<file path="config.mk">
export PLATFORM = sky130hd
export DESIGN_NAME = card_ddr_rst_seq_flat
export DESIGN_NICKNAME = d
export VERILOG_FILES = /design/src/rtl/card_ddr_rst_seq_if.sv /design/src/rtl/card_ddr_rst_seq.sv /design/src/flat_wrapper.sv
export SDC_FILE = /design/constraint.sdc
export NUM_CORES = 1
export LEC_CHECK = 0
export ABC_AREA = 1
export CORE_MARGIN = 2
export CORE_UTILIZATION = 56
export DETAILED_ROUTE_END_ITERATION = 10
export PLACE_DENSITY = 0.86
export SYNTH_ARGS = -nofsm -noshare
export SYNTH_HDL_FRONTEND = slang
export SYNTH_SLANG_ARGS = --single-unit
export TNS_END_PERCENT = 10
</file>
<file path="constraint.sdc">
create_clock -name clk -period 1.83 [get_ports clk]
set_clock_uncertainty 0.15 [all_clocks]
set_input_delay 0.366 -clock clk [delete_from_list [all_inputs] [get_ports clk]]
set_output_delay 0.366 -clock clk [all_outputs]
set_load 0.01 [all_outputs]
</file>
<file path="src/rtl/card_ddr_rst_seq_if.sv">
`default_nettype none
// ---------------------------------------------------------------------------
// card_ddr_rst_seq_if : control/status bundle between harness, sequencer, DIMMs
// Revision: 1.0
// ---------------------------------------------------------------------------
interface card_ddr_rst_seq_if #(
  parameter int NUM_CH = 4
);
  logic              start;
  logic [NUM_CH-1:0] ch_en;
  logic [NUM_CH-1:0] cal_done;
  logic [NUM_CH-1:0] dimm_rst_n;
  logic              busy;
  logic              done;
  logic [NUM_CH-1:0] cal_ok;
  logic [NUM_CH-1:0] cal_fail;

  // master: the sequencer side
  modport master (
    input  start, ch_en, cal_done,
    output dimm_rst_n, busy, done, cal_ok, cal_fail
  );

  modport slave (
    output start, ch_en, cal_done,
    input  dimm_rst_n, busy, done, cal_ok, cal_fail
  );
endinterface
`default_nettype wire

</file>
<file path="src/rtl/card_ddr_rst_seq.sv">
`default_nettype none
// ---------------------------------------------------------------------------
// card_ddr_rst_seq : DIMM reset release and calibration-wait sequencer.
// Macro CARD_DDR_RST_SEQ_STAGGER_EN selects one-by-one staggered release.
// Revision: 1.0
// ---------------------------------------------------------------------------
module card_ddr_rst_seq #(
  parameter int NUM_CH          = 4,
  parameter int RST_HOLD_CYC    = 200,
  parameter int STAGGER_CYC     = 16,
  parameter int CAL_TIMEOUT_CYC = 4096,
  parameter int CW              = 16
) (
  input wire clk,
  input wire rst_n,
  card_ddr_rst_seq_if.master bus
);

  typedef enum logic [2:0] {
    IDLE     = 3'd0,
    HOLD     = 3'd1,
    RELEASE  = 3'd2,
    WAIT_CAL = 3'd3,
    DONE     = 3'd4
  } state_t;

  localparam logic [CW-1:0] c_hold_last  = CW'(RST_HOLD_CYC - 1);
  localparam logic [CW-1:0] c_stag_last  = CW'(STAGGER_CYC - 1);
  localparam logic [CW-1:0] c_cal_last   = CW'(CAL_TIMEOUT_CYC);
  localparam logic [CW-1:0] c_cnt_one    = CW'(1);

  if (NUM_CH < 1 || NUM_CH > 8) begin : g_chk_num_ch
    $error("card_ddr_rst_seq: NUM_CH must be 1..8");
  end
  if (RST_HOLD_CYC < 1 || STAGGER_CYC < 1 || CAL_TIMEOUT_CYC < 1) begin : g_chk_cyc_min
    $error("card_ddr_rst_seq: cycle parameters must be >= 1");
  end
  if (CW < 31 && (RST_HOLD_CYC >= (1 << CW) || STAGGER_CYC >= (1 << CW) ||
                  CAL_TIMEOUT_CYC >= (1 << CW))) begin : g_chk_cyc_width
    $error("card_ddr_rst_seq: cycle parameters must fit in CW bits");
  end

  state_t            r_state, w_state;
  logic [CW-1:0]     r_cnt, w_cnt;
  logic [NUM_CH-1:0] r_en, w_en;
  logic [NUM_CH-1:0] r_dimm, w_dimm;
  logic [NUM_CH-1:0] r_ok, w_ok;
  logic [NUM_CH-1:0] r_fail, w_fail;
  logic [NUM_CH-1:0] w_ok_qual;
  logic [NUM_CH-1:0] w_pick;
  logic              w_last;

`ifdef CARD_DDR_RST_SEQ_STAGGER_EN
  localparam logic [NUM_CH-1:0] c_ch_one = NUM_CH'(1);
  logic [NUM_CH-1:0] w_pending;

  // Lowest still-held enabled channel; disabled channels never appear here.
  assign w_pending = r_en & ~r_dimm;
  assign w_pick    = w_pending & (~w_pending + c_ch_one);
  assign w_last    = ((w_pending & ~w_pick) == '0);
`else
  assign w_pick    = r_en;
  assign w_last    = 1'b1;
`endif

  // A channel's cal_done only counts once its reset has been released.
  assign w_ok_qual = r_ok | (bus.cal_done & r_dimm);

  always_ff @(posedge clk or negedge rst_n) begin
    if (!rst_n) begin
      r_state <= IDLE;
      r_cnt   <= '0;
      r_en    <= '0;
      r_dimm  <= '0;
      r_ok    <= '0;
      r_fail  <= '0;
    end else begin
      r_state <= w_state;
      r_cnt   <= w_cnt;
      r_en    <= w_en;
      r_dimm  <= w_dimm;
      r_ok    <= w_ok;
      r_fail  <= w_fail;
    end
  end

  always_comb begin
    w_state = r_state;
    w_cnt   = r_cnt;
    w_en    = r_en;
    w_dimm  = r_dimm;
    w_ok    = r_ok;
    w_fail  = r_fail;
    case (r_state)
      IDLE, DONE: begin
        if (bus.start) begin
          w_en    = bus.ch_en;
          w_ok    = '0;
          w_fail  = '0;
          w_dimm  = '0;
          w_cnt   = '0;
          w_state = (bus.ch_en != '0) ? HOLD : DONE;
        end
      end
      HOLD: begin
        if (r_cnt == c_hold_last) begin
          w_cnt   = '0;
          w_dimm  = r_dimm | w_pick;
          w_state = w_last ? WAIT_CAL : RELEASE;
        end else begin
          w_cnt = r_cnt + c_cnt_one;
        end
      end
      RELEASE: begin
        w_ok = w_ok_qual;
        if (r_cnt == c_stag_last) begin
          w_cnt   = '0;
          w_dimm  = r_dimm | w_pick;
          w_state = w_last ? WAIT_CAL : RELEASE;
        end else begin
          w_cnt = r_cnt + c_cnt_one;
        end
      end
      WAIT_CAL: begin
        // Counter is 0 on the last-release cycle, so it reaches the limit
        // exactly CAL_TIMEOUT_CYC cycles later.
        w_ok = w_ok_qual;
        if ((r_ok & r_en) == r_en) begin
          w_state = DONE;
        end else if (r_cnt == c_cal_last) begin
          w_fail  = r_en & ~w_ok_qual;
          w_state = DONE;
        end else begin
          w_cnt = r_cnt + c_cnt_one;
        end
      end
      default: begin
        w_state = IDLE;
      end
    endcase
  end

  assign bus.dimm_rst_n = r_dimm;
  assign bus.busy       = (r_state == HOLD) || (r_state == RELEASE) || (r_state == WAIT_CAL);
  assign bus.done       = (r_state == DONE);
  assign bus.cal_ok     = r_ok;
  assign bus.cal_fail   = r_fail;

endmodule
`default_nettype wire

</file>
<file path="src/flat_wrapper.sv">
// flat-port wrapper written by rule: the top's interface ports become plain ports
module card_ddr_rst_seq_flat 
#(
  parameter int NUM_CH          = 4,
  parameter int RST_HOLD_CYC    = 200,
  parameter int STAGGER_CYC     = 16,
  parameter int CAL_TIMEOUT_CYC = 4096,
  parameter int CW              = 16
)
  (clk, rst_n, bus_start, bus_ch_en, bus_cal_done, bus_dimm_rst_n, bus_busy, bus_done, bus_cal_ok, bus_cal_fail);
  card_ddr_rst_seq_if #(.NUM_CH(NUM_CH)) bus_i ();
  input wire clk;
  input wire rst_n;
  input wire logic [$bits(bus_i.start)-1:0] bus_start;
  input wire logic [$bits(bus_i.ch_en)-1:0] bus_ch_en;
  input wire logic [$bits(bus_i.cal_done)-1:0] bus_cal_done;
  output wire logic [$bits(bus_i.dimm_rst_n)-1:0] bus_dimm_rst_n;
  output wire logic [$bits(bus_i.busy)-1:0] bus_busy;
  output wire logic [$bits(bus_i.done)-1:0] bus_done;
  output wire logic [$bits(bus_i.cal_ok)-1:0] bus_cal_ok;
  output wire logic [$bits(bus_i.cal_fail)-1:0] bus_cal_fail;
  assign bus_i.start = bus_start;
  assign bus_i.ch_en = bus_ch_en;
  assign bus_i.cal_done = bus_cal_done;
  assign bus_dimm_rst_n = bus_i.dimm_rst_n;
  assign bus_busy = bus_i.busy;
  assign bus_done = bus_i.done;
  assign bus_cal_ok = bus_i.cal_ok;
  assign bus_cal_fail = bus_i.cal_fail;
  card_ddr_rst_seq #(.NUM_CH(NUM_CH), .RST_HOLD_CYC(RST_HOLD_CYC), .STAGGER_CYC(STAGGER_CYC), .CAL_TIMEOUT_CYC(CAL_TIMEOUT_CYC), .CW(CW)) u_core (.clk(clk), .rst_n(rst_n), .bus(bus_i));
endmodule
</file>
# Yosys cells after proc, flatten, opt, wreduce, memory -nomap -nowiden
# Cells that the tools add are included.
# op_classes
n_reduce_logical	16
n_eq_ne	15
addsub	1
mux	21
n_bitwise	6
# op_table
cell	count
$mux 16	5
$pmux 16 s4	1
$mux 4	5
$mux 3	6
$add 16x1->16 const B	1
$eq 16x13->1 const B	1
$eq 16x4->1 const B	1
$eq 16x8->1 const B	1
$pmux 4 s2	2
$reduce_and 4->1	4
$and 4x4->4	3
$pmux 3 s4	1
$pmux 4 s3	1
$or 4x4->4	2
$reduce_bool 4->1	2
$eq 3x2->1 const B	2
$ne 2x1->1 const B	3
$ne 2x2->1 const B	3
$eq 4x4->1	1
$not 4->4	1
$reduce_and 2->1	2
$reduce_bool 2->1	2
$reduce_or 2->1	2
$eq 3x1->1 const B	1
5 further kinds	6
# word_totals
word_cells	65
register_bits	35
out_inout_bits	14
input_bits	11

# Depth between registers and ports, before layout
# logic_depth
depth_word	7
mapped_depth	10
mapped_depth_nobuf	10

# Least setup slack after synthesis
# Ideal clock, no wire load.
# synth_path
kind	reg2reg
from	register u_core.r_cnt[0]
to	register u_core.r_cnt[15]
path_buffers	0
arrival_ps	1363
setup_slack_ps	201
path_stages_with_launch	9
t_required_ps	1564
period_less_slack_ps	1629
setup_ps	116
path_cell_list	dfrtp_1 > ha_1 > nand3_2 > o21ai_1 > nand3_4 > clkinv_2 > nand2_1 > nand2_1 > nand2_1
# synth_between
elab_chain_len	4
word_cells_on_any_way	11
classes_between	add/sub: 1; eq/ne: 4; mux: 5; reduce/logical: 1
# synth_rtl
item	line	rtl
start, declared	card_ddr_rst_seq.sv:44	logic [CW-1:0] r_cnt, w_cnt;
start signal, assigned	card_ddr_rst_seq.sv:79	r_cnt <= w_cnt;
$add 16x1->16	card_ddr_rst_seq.sv:111, card_ddr_rst_seq.sv:121, card_ddr_rst_seq.sv:134	
$mux 16	card_ddr_rst_seq.sv:130	end else if (r_cnt == c_cal_last) begin
$mux 16	card_ddr_rst_seq.sv:128	if ((r_ok & r_en) == r_en) begin
$pmux 16 s4	card_ddr_rst_seq.sv:94	case (r_state)
# Several ways; a longest one is shown, not always the timed one. The select of a mux whose other input is x is not followed.
# A chain may end at the register's enable or synchronous reset.

# Final worst setup path
# layout_path
from	register u_core.r_cnt[1]
to	register u_core.r_cnt[7]
# The elaborated chain is that of the path after synthesis.

==> results.sh <==
export IMPL_yosysTopAreaCell="dfrtp_1"
export IMPL_grt_max_degree=36
export IMPL_yosysWarningCount=0
export IMPL_slew_viol_final=0
export IMPL_final_util_pct=72.07
export IMPL_arrival_ns=1.82
export IMPL_synth_top_family_by_area="simple AND/OR/NAND/NOR gates"
export IMPL_grt_usage_pct=25.93
export IMPL_drt_pass1_iter_count=5
export IMPL_final_area_mm2=0.002841
export IMPL_slowest_delay_ns=0.39
export IMPL_ys_seq_area_share_pct=38.85
export IMPL_powerDensity_mw_per_mm2=1757
export IMPL_synthAdderAreaFrac_pct=1.110
export IMPL_synth_top_cell_area_share_pct=38.85
export IMPL_die_x_um=67.45
export IMPL_cap_viol_max_count=0
export IMPL_vias=2265
export IMPL_die_area_mm2=0.004550
export IMPL_drcViolationCount=0
export IMPL_gp_congestion=0.9137
export IMPL_hold_viol=0
export IMPL_grt_pass1_wl_um=8797
export IMPL_cts_tree="done"
export IMPL_crit_path_start="u_core.r_cnt[1]"
export IMPL_place_area_mm2=0.002636
export IMPL_crit_fanout=9
export IMPL_core_mm2=0.003943
export IMPL_n_antenna_cell=0
export IMPL_htree_levels=2
export IMPL_initial_core_util_pct=57.19
export IMPL_synth_xor_area_share_pct=2.719
export IMPL_total_leakage_power_nw=1.379
export IMPL_top_layer="met4"
export IMPL_insertion_delay_ns=0.30
export IMPL_cp_common_cell="nand2_1"
export IMPL_synth_distinct_cells=32
export IMPL_synthesis_nets=334
export IMPL_layout_cells_non_filler=418
export IMPL_wl_met3_um=247
export IMPL_avgSynthCellArea_um2=7.024
export IMPL_grt_pass1_vias=1964
export IMPL_synthSimpleGateAreaFrac_pct=41.07
export IMPL_clk_path_buf_depth=2
export IMPL_mappedNetlistArea_mm2=0.002255
export IMPL_drive_gt1_share_pct=17.39
export IMPL_path_cells="buf_4 > inv_1 > ha_1 > nand2_1 > nor2_1 > nand3_1 > nand3_4 > inv_1 > nand2_1 > nand2_1"
export IMPL_netlist_instances=321
export IMPL_antenna_left=0
export IMPL_period_share_pct=97.38
export IMPL_routed_wl_um=5771
export IMPL_cts_sinks=35
export IMPL_hold_buffers=0
export IMPL_post_dp_hpwl_um=3990
export IMPL_status="finished clean"
export IMPL_worstRegToRegCells=10
export IMPL_detail_route_wl_per_cell_um=13.81
export IMPL_end_kind="flop"
export IMPL_viasPerCell=5.419
export IMPL_worst_hold_path_type="in -> async"
export IMPL_relSlewSlack_pct=77.01
export IMPL_rsz0062_at_grt="true"
export IMPL_die_y_um=67.45
export IMPL_synth_top_flop_cell="dfrtp_1"
export IMPL_netlist_top_cells_area="dfrtp_1 39%, nand2_1 21%, nor2_1 6.8%, nand3_1 6.0%, inv_1 4.0%"
export IMPL_ctsRootBufferMaster="clkbuf_8"
export IMPL_tightest_slew_ns=0.3436
export IMPL_wl_met1_um=2531
export IMPL_critPathKind="reg -> reg"
export IMPL_port_buffers=24
export IMPL_crit_slowest_cell="dfrtp_1"
export IMPL_post_route_min_period_ns=1.782
export IMPL_finalPower_mw=4.994
export IMPL_synth_mux_area_share_pct=0
export IMPL_syn_to_final_growth_pct=26.03
export IMPL_required_ns=1.87
export IMPL_synthMostInstantiatedCell="nand2_1"
export IMPL_wl_met2_um=2831
export IMPL_final_nets=380
export IMPL_setup_viol=0
export IMPL_yosys_register_bits=35
export IMPL_worstReg2RegStart="u_core.r_cnt[1]"
export IMPL_path_clk_slew_ns=0.08
export IMPL_rr_endpoint="u_core.r_cnt[7]"
export IMPL_cp_start_kind="flop"
export IMPL_place_inst=404
export IMPL_rows=23
export IMPL_ys_async_sr_fraction_pct=100.0
export IMPL_ios=25
export IMPL_antenna_found_initial=0
export IMPL_r2r_setup_slack_ns=0.05
export IMPL_fmax_mhz=561.2
export IMPL_synth_compound_area_share_pct=9.378
export IMPL_drt_initial_drc_count=163
export IMPL_grt_ovfl_total=0
export IMPL_synth_edf_count=0
export IMPL_synth_commonest_cells="124 x nand2_1, 41 x nor2_1, 35 x dfrtp_1"
export IMPL_cts_buffers_inserted=5
export IMPL_ir_drop_v=0.0008922
## sequential cells by signal, summed over array words and instances, names as in the netlist
| register | flops |
|---|---|
| u_core.r_cnt | 16 |
| u_core.bus.cal_fail | 4 |
| u_core.bus.cal_ok | 4 |
| u_core.bus.dimm_rst_n | 4 |
| u_core.r_en | 4 |
| u_core.r_state | 3 |
## area by class of cell
class | instances | area [um2]
timing repair buffer | 41 | 386.6
clock buffer | 5 | 68.82
fill | 305 | 1101
sequential | 35 | 878.3
inverter | 32 | 127.6
clock inverter | 3 | 23.77
tap | 50 | 62.56
multi-input combinational | 252 | 1294
## repair_timing
item,4_1_cts,5_1_grt
resized for setup,5,21
setup endpoints to repair,3,32
setup buffers,0,4
pin swaps,1,9
gates cloned,0,2
## cells by family after synthesis
group | count (synthesis)
xor gates and xnor gates | 7
AOI/OAI and AO/OA | 33
buffers and inverters | 36
DFF | 35
and+or+nand+nor | 208
adders and majority gates | 2
## placed cells by master (no fill, tap or decap)
master and count:
o21bai_1 4, nand3_4 4, xor2_1 4, nand3_1 27
nand4_1 3, nand2_1 122, o21ai_1 11, nor2_4 3
nand3_2 2, inv_6 1, o21ai_0 1, clkdlybuf4s15_1 1
clkbuf_2 1, clkbuf_8 5, o211ai_1 1, nor2_2 4
o2111ai_1 1, nand2_2 4, dlymetal6s2s_1 3, inv_1 23
nor4_1 1, inv_4 3, dfrtp_2 2, clkdlybuf4s50_1 19
a21oi_1 8, buf_6 1, inv_2 6, ha_4 1
a21oi_4 2, buf_12 1, clkinvlp_4 2, nor2_8 1
nor2_1 37, buf_4 15, xnor2_1 3, nor3_1 1
dfrtp_1 33, o21ai_2 5, ha_1 1, nor3_4 1
## metrics by stage
step | hold slack, ns | setup WS, ns | TNS [ns]
global placement | 0.3236 | 0.008748 | 0
detailed placement | 0.3297 | -0.01544 | -0.05264
floorplan | -0.07959 | 0.2009 | 0
global route | 0.2955 | -0.08649 | -0.7657
CTS | 0.2905 | -0.01694 | -0.01694
finish | 0.2813 | 0.04803 | 0
## power by group
group | total (mW) | leakage [nW] | internal [mW] | switching (mW)
registers | 1.56 | 0.435 | 1.13 | 0.431
logic | 2.84 | 0.904 | 1.14 | 1.70
clock network | 0.590 | 0.0408 | 0.272 | 0.318
total | 4.99 | 1.38 | 2.54 | 2.45
## metal layers
layer | up-vias | global-route usage, %
met5 | - | 0
met1 | 1058 | 34.53
li1 | 1116 | -
met2 | 71 | 42.45
met4 | 0 | 7.908
met3 | 20 | 5.333
## worst max-delay path: cells and delay by family, from the launching register on
kind,cells,cell delay [ns]
buf+inv,3,0.31
flops,1,0.39
simple gates,6,0.64
fa+ha+maj,1,0.19
## how the worst max path moves through the flow
| stage | end | slack [ns] | cells after the start |
|---|---|---|---|
| finish | u_core.r_cnt[7] | 0.05 | 10 |
| global route | u_core.r_state[2] | -0.09 | 10 |
| CTS | bus_busy | -0.02 | 4 |
| detailed placement | u_core.r_cnt[4] | -0.02 | 7 |
| global placement | u_core.r_cnt[7] | 0.009 | 7 |
| floorplan | u_core.r_cnt[15] | 0.20 | 8 |
Power figures use the tool's default switching activity.
